## src/rtl/mem_arb_pkg.sv

```systemverilog
// Shared types and constants for the IF/MEM shared-memory arbiter.
package mem_arb_pkg;

    typedef enum logic [1:0] {
        IDLE,
        FETCH,
        DATA
    } state_e;

    localparam logic [3:0] SIZE_FETCH = 4'd4;
    localparam logic [3:0] SIZE_DATA  = 4'd8;

endpackage

```

## src/rtl/sat_counter.sv

```systemverilog
// Saturating up-counter with synchronous active-high reset; clear wins over increment.
module sat_counter #(
    parameter int unsigned Width = 4,
    parameter int unsigned Max   = 15
) (
    input  logic             clk_i,
    input  logic             reset_i,
    input  logic             inc_i,
    input  logic             clr_i,
    output logic [Width-1:0] count_o
);

    logic [Width-1:0] count_d, count_q;

    always_comb begin
        count_d = count_q;
        if (clr_i) begin
            count_d = '0;
        end else if (inc_i && (count_q != Width'(Max))) begin
            count_d = count_q + 1'b1;
        end
    end

    always_ff @(posedge clk_i) begin
        if (reset_i) begin
            count_q <= '0;
        end else begin
            count_q <= count_d;
        end
    end

    assign count_o = count_q;

endmodule

```

## src/rtl/pipeline_mem_arbiter.sv

```systemverilog
// Shares one single-ported memory between instruction fetch and data load/store,
// one access at a time, with fetch anti-starvation and an ack timeout.
module pipeline_mem_arbiter
    import mem_arb_pkg::*;
#(
    parameter int unsigned MAX_DATA_STREAK = 3,
    parameter int unsigned ACK_TIMEOUT     = 16
) (
    input  logic        clk,
    input  logic        reset,
    input  logic        if_req,
    input  logic [63:0] if_addr,
    output logic        if_done,
    output logic [31:0] if_rdata,
    input  logic        d_req,
    input  logic        d_we,
    input  logic [63:0] d_addr,
    input  logic [63:0] d_wdata,
    output logic        d_done,
    output logic [63:0] d_rdata,
    output logic        mem_req,
    output logic        mem_we,
    output logic [63:0] mem_addr,
    output logic [63:0] mem_wdata,
    output logic [3:0]  mem_size,
    input  logic [63:0] mem_rdata,
    input  logic        mem_ack,
    output logic        stall_if,
    output logic        stall_pipe,
    output logic        err_timeout
);

    localparam int unsigned StreakW = $clog2(MAX_DATA_STREAK + 1);
    localparam int unsigned TmoW    = $clog2(ACK_TIMEOUT + 1);

    state_e      state_q, state_d;
    logic        if_done_q, if_done_d, d_done_q, d_done_d;
    logic        err_q, err_d, we_q, we_d;
    logic [31:0] if_rdata_q, if_rdata_d;
    logic [63:0] d_rdata_q, d_rdata_d, addr_q, addr_d, wdata_q, wdata_d;
    logic [3:0]  size_q, size_d;

    logic [StreakW-1:0] streak;
    logic [TmoW-1:0]    tmo;
    logic busy, if_cand, d_cand, gnt_data, gnt_fetch, timeout_hit;

    assign busy    = (state_q != IDLE);
    // A requester whose done is pulsing is still holding req for the access just served.
    assign if_cand = if_req & ~if_done_q;
    assign d_cand  = d_req & ~d_done_q;

    assign gnt_data    = ~busy & d_cand & ~(if_cand & (streak == StreakW'(MAX_DATA_STREAK)));
    assign gnt_fetch   = ~busy & if_cand & ~gnt_data;
    assign timeout_hit = busy & ~mem_ack & (tmo == TmoW'(ACK_TIMEOUT - 1));

    sat_counter #(
        .Width (StreakW),
        .Max   (MAX_DATA_STREAK)
    ) u_streak (
        .clk_i   (clk),
        .reset_i (reset),
        .inc_i   (gnt_data & if_req),
        .clr_i   (~busy & (gnt_fetch | ~if_req)),
        .count_o (streak)
    );

    sat_counter #(
        .Width (TmoW),
        .Max   (ACK_TIMEOUT)
    ) u_timeout (
        .clk_i   (clk),
        .reset_i (reset),
        .inc_i   (busy & ~mem_ack),
        .clr_i   (~busy),
        .count_o (tmo)
    );

    always_comb begin
        state_d    = state_q;
        if_done_d  = 1'b0;
        d_done_d   = 1'b0;
        if_rdata_d = if_rdata_q;
        d_rdata_d  = d_rdata_q;
        err_d      = err_q;
        addr_d     = addr_q;
        we_d       = we_q;
        wdata_d    = wdata_q;
        size_d     = size_q;
        unique case (state_q)
            IDLE: begin
                if (gnt_data) begin
                    state_d = DATA;
                    addr_d  = d_addr;
                    we_d    = d_we;
                    wdata_d = d_wdata;
                    size_d  = SIZE_DATA;
                end else if (gnt_fetch) begin
                    state_d = FETCH;
                    addr_d  = if_addr;
                    we_d    = 1'b0;
                    wdata_d = '0;
                    size_d  = SIZE_FETCH;
                end
            end
            FETCH: begin
                if (mem_ack) begin
                    state_d    = IDLE;
                    if_done_d  = 1'b1;
                    if_rdata_d = mem_rdata[31:0];
                end else if (timeout_hit) begin
                    state_d    = IDLE;
                    if_done_d  = 1'b1;
                    if_rdata_d = '0;
                    err_d      = 1'b1;
                end
            end
            DATA: begin
                if (mem_ack) begin
                    state_d  = IDLE;
                    d_done_d = 1'b1;
                    if (!we_q) begin
                        d_rdata_d = mem_rdata;
                    end
                end else if (timeout_hit) begin
                    state_d   = IDLE;
                    d_done_d  = 1'b1;
                    d_rdata_d = '0;
                    err_d     = 1'b1;
                end
            end
            default: state_d = IDLE;
        endcase
    end

    always_ff @(posedge clk) begin
        if (reset) begin
            state_q    <= IDLE;
            if_done_q  <= 1'b0;
            d_done_q   <= 1'b0;
            if_rdata_q <= '0;
            d_rdata_q  <= '0;
            err_q      <= 1'b0;
            addr_q     <= '0;
            we_q       <= 1'b0;
            wdata_q    <= '0;
            size_q     <= '0;
        end else begin
            state_q    <= state_d;
            if_done_q  <= if_done_d;
            d_done_q   <= d_done_d;
            if_rdata_q <= if_rdata_d;
            d_rdata_q  <= d_rdata_d;
            err_q      <= err_d;
            addr_q     <= addr_d;
            we_q       <= we_d;
            wdata_q    <= wdata_d;
            size_q     <= size_d;
        end
    end

    assign if_done     = if_done_q;
    assign d_done      = d_done_q;
    assign if_rdata    = if_rdata_q;
    assign d_rdata     = d_rdata_q;
    assign err_timeout = err_q;
    assign mem_req     = busy;
    assign mem_we      = (state_q == DATA) & we_q;
    assign mem_addr    = addr_q;
    assign mem_wdata   = wdata_q;
    assign mem_size    = size_q;
    assign stall_pipe  = d_req & ~d_done_q;
    assign stall_if    = (if_req & ~if_done_q) | stall_pipe;

endmodule
```

## config.mk

```make
export PLATFORM = sky130hd
export DESIGN_NAME = pipeline_mem_arbiter
export DESIGN_NICKNAME = d
export VERILOG_FILES = /design/src/rtl/mem_arb_pkg.sv /design/src/rtl/sat_counter.sv /design/src/rtl/pipeline_mem_arbiter.sv
export SDC_FILE = /design/constraint.sdc
export NUM_CORES = 1
export LEC_CHECK = 0
export CORE_AREA = 2 2 191 193
export DETAILED_ROUTE_END_ITERATION = 8
export DIE_AREA = 0 0 193 195
export SKIP_LAST_GASP = 1
export SYNTH_ARGS = -nofsm -noshare
export SYNTH_HDL_FRONTEND = slang
export SYNTH_SLANG_ARGS = --single-unit
```

## constraint.sdc

```tcl
create_clock -name clk -period 2.7 [get_ports clk]
set_clock_uncertainty 0.15 [all_clocks]
set_input_delay 0.405 -clock clk [delete_from_list [all_inputs] [get_ports clk]]
set_output_delay 0.405 -clock clk [all_outputs]
set_load 0.005 [all_outputs]
```

==> results of run 1 <==
[synth_stat cells, types with 4 or more instances]
cell        n
a22o_1     64
a211oi_2   40
nor2_1    171
ha_1        7
clkbuf_1   30
nand2_1    67
inv_1       7
buf_12      4
dfxtp_1   239
a21oi_1    27
a21oi_2    40
buf_4      13
buf_2      35
a211oi_1   24
a22oi_1    97
[worst max-delay path: cells and delay by family (launching register included)]
kind,cells,cell delay (ns)
adders and majority gates,1,0.37
buffers and inverters,3,0.70
DFF,1,0.31
[state kept, by name (all words and copies together) (netlist names)]
register	flops
d_done	1
d_rdata	64
err_timeout	1
if_done	1
if_rdata	32
mem_addr	64
mem_size	2
mem_wdata	64
state_q	2
u_streak.count_o	2
u_timeout.count_o	5
we_q	1
[cells in the final DEF, fill, tap and decap left out, drive strengths merged, types with 5 or more instances in the layout]
cell type      synthesis  final
a211oi                64     64
a21oi                 68     68
a22o                  64     64
a22oi                 97     97
buf                   55     25
clkbuf                30     41
clkdlybuf4s50          0    493
clkinv                 0      5
dfxtp                239    239
ha                     7      7
inv                    9     12
nand2                 67     67
nor2                 172    172
[final cells by class]
cell class                 count  area (um^2)  share of cell area (%)
timing repair buffer         519         5310                    34.4
sequential                   239         4780                    31.0
multi-input combinational    579         3780                    24.5
clock buffer                  41          851                    5.51
tap                          461          577                    3.74
clock inverter                 9         88.8                   0.576
inverter                       9         33.8                   0.219
[power groups by stage]
stage | logic, mW | clock network, mW | registers (mW)
after CTS | 2.36 | 3.96 | 3.98
after global placement | 2.33 | 0 | 4.04
after detailed placement | 2.35 | 0 | 4.05
after floorplan | 1.04 | 0 | 4.06
after global routing | 2.53 | 4.09 | 4.01
final | 2.33 | 3.82 | 3.98
[worst paths after layout]
kind	start	end	cells after the start
worst min-delay path	if_addr[62]	mem_addr[62]	3
worst min register to register	mem_size[2]	mem_size[2]	2
worst max register to register	u_timeout.count_o[0]	d_rdata[10]	8
worst max-delay path	state_q[1]	mem_req	4
[cell families after synthesis]
| kind of cell | share of synthesized area, % |
|---|---|
| mux | 0.221 |
| simple gates | 11.8 |
| buf+inv | 5.84 |
| xor+xnor | 0.386 |
| other cells | 0.0413 |
| fa+ha+maj | 0.966 |
| compound gates | 28.0 |
| flops | 52.8 |
[layer usage]
| metal | vias up | track usage (%) | wire [um] |
|---|---|---|---|
| met1 | 4088 | 20.4 | 13700 |
| li1 | 4173 | - | - |
| met5 | - | 0 | 0 |
| met3 | 58 | 4.80 | 3020 |
| met4 | 0 | 5.67 | 1070 |
| met2 | 324 | 28.7 | 16000 |
[what timing repair did]
item                                   in CTS  in global routing
resized for setup                           0                  1
setup endpoints to repair                   0                  1
hold buffers                                1                  0
endpoints found under the hold margin       4                  0
==> summary.md, run 1 <==
| Metric | Value |
|---|---|
| Hold Fails Final Rpt | `0` |
| Comb power frac | `23.0%` |
| Least-Margin Pin Slew | `0.733 ns` |
| Final core utilization | `43.6%` |
| Total wire length | `33800 um` |
| Max Freq | `403 MHz` |
| Switching Share | `27.1%` |
| Crit path capture type | `output pin` |
| Die Wd | `193 um` |
| Reg power frac | `39.3%` |
| Chip Height | `195 um` |
| Number of port buffers | `494` |
| Slowest cell on crit path | `clkdlybuf4s50_1` |
| Clock Sink Count | `239` |
| Final worst path period need | `2.48 ns` |
| Die area | `37600 um^2` |
| DR iter-0 viols | `412` |
| Initial antenna violation count | `0` |
| Worst-Skew Late Latency | `0.54 ns` |
| CTS Buffer Depth | `3` |
| Nets | `1646` |
| GPL Wtd Cong | `0.798` |
| Via Count | `8643` |
| Pint | `7.38 mW` |
| Pin count of the biggest net entering global routing | `119` |
| Gr ovfl total | `0` |
| Avg Cell Area, Syn | `9.96 um^2` |
| Dominant synthesized flop cell | `dfxtp_1` |
| Critical path class | `reg -> out` |
| Area grow syn2layout | `70.1%` |
| Synth Cell Area | `9070 um^2` |
| Final Instance Area | `15400 um^2` |
| Count of final setup violators | `0` |
| Via count of the first global-routing pass | `8837` |
| Status | `finished, final reports clean` |
| Min Hold Slack | `0.260 ns` |
| GRT Total Usage | `16.9%` |
| VDD IR max | `478 uV` |
| Post-detail-place hpwl | `24200 um` |
| H-tree depth | `1` |
| Yosys reg bits | `239` |
| Rows | `69` |
| Post-placement cell area | `14500 um^2` |
| Final Instance Count excl. Fillers | `1857` |
| Ranking of synthesized cells by area | `dfxtp_1, a22oi_1, nor2_1` |
| Leakage | `5.71 nW` |
| Vias per cell | `4.65` |
| Count of cell types in the netlist | `48` |
| Synth warn | `0` |
| First-pass GRT wire length | `50500 um` |
| Final ANT Viol Nets | `0` |
| I/O Pins | `497` |
| Initial Util | `25.6%` |
| DRC viols | `0` |
| Critical path cell sequence | `inv_1, ha_2, inv_2, clkdlybuf4s50_1` |
| WL/cell | `18.2 um` |
| Dominant cell type by area after synthesis | `dfxtp_1` |
| Max Slew Vio Count | `0` |
| Fin worst setup slack | `0.219 ns` |
| Post-synth EDFFs | `0` |
| CTS tree | `done` |
| Clock transition at the registers of the reported paths | `0.06 ns` |
| Total CTS buffers | `29` |
| Post-Syn Instances | `911` |
| Number of placed cells counting well taps | `1806` |
| DP Worst Slack | `0.302 ns` |
| Postcts setup bufs | `0` |
| Period Utilization, post-route | `91.9%` |
| Total Power | `10.1 mW` |
| Post-synthesis sequential area ratio | `52.8%` |
| Share of cells above drive strength 1 | `11.7%` |
| Area of the core | `35400 um^2` |
| Number of fill cells | `3456` |
| Clk pwr share | `37.7%` |
| CP Launch Type | `register` |
| Ant diodes | `0` |
| Sw Pwr | `2.74 mW` |
| First-pass detailed-route iteration total | `5` |
| Setup_tns | `0 ns` |
| Worst Path Max Fanout | `12` |
| Max-cap violations | `0` |
| Synth top area share | `52.8%` |
| Power Density | `656 nW/um^2` |
| Arrival time at the worst endpoint | `1.93 ns` |
| Critical Path RT | `2.14 ns` |
| Worst slew margin | `51.1%` |
| Asr flop ratio synth | `0%` |
| Clock root buffer | `clkbuf_16` |
| Reg2Reg Setup Slack | `0.61 ns` |
| Worst hold path type | `in -> reg` |
| RSZ-0062 raised after global routing | `false` |
| Peak per-stage delay on the critical path | `0.49 ns` |
Note: power is estimated with default switching activity, not from simulation.
==> run 2, diff against run 1 <==
--- a/config.mk
+++ b/config.mk
@@ -8,6 +8,7 @@
 export CORE_AREA = 2 2 191 193
 export DETAILED_ROUTE_END_ITERATION = 8
 export DIE_AREA = 0 0 193 195
+export SKIP_CTS_REPAIR_TIMING = 1
 export SKIP_LAST_GASP = 1
 export SYNTH_ARGS = -nofsm -noshare
 export SYNTH_HDL_FRONTEND = slang
==> results of run 2 <==
Final layout, timing and power as in run 1 (identical DEF).
Among the figures that moved: via count of the first global-routing pass 8837 -> 8830
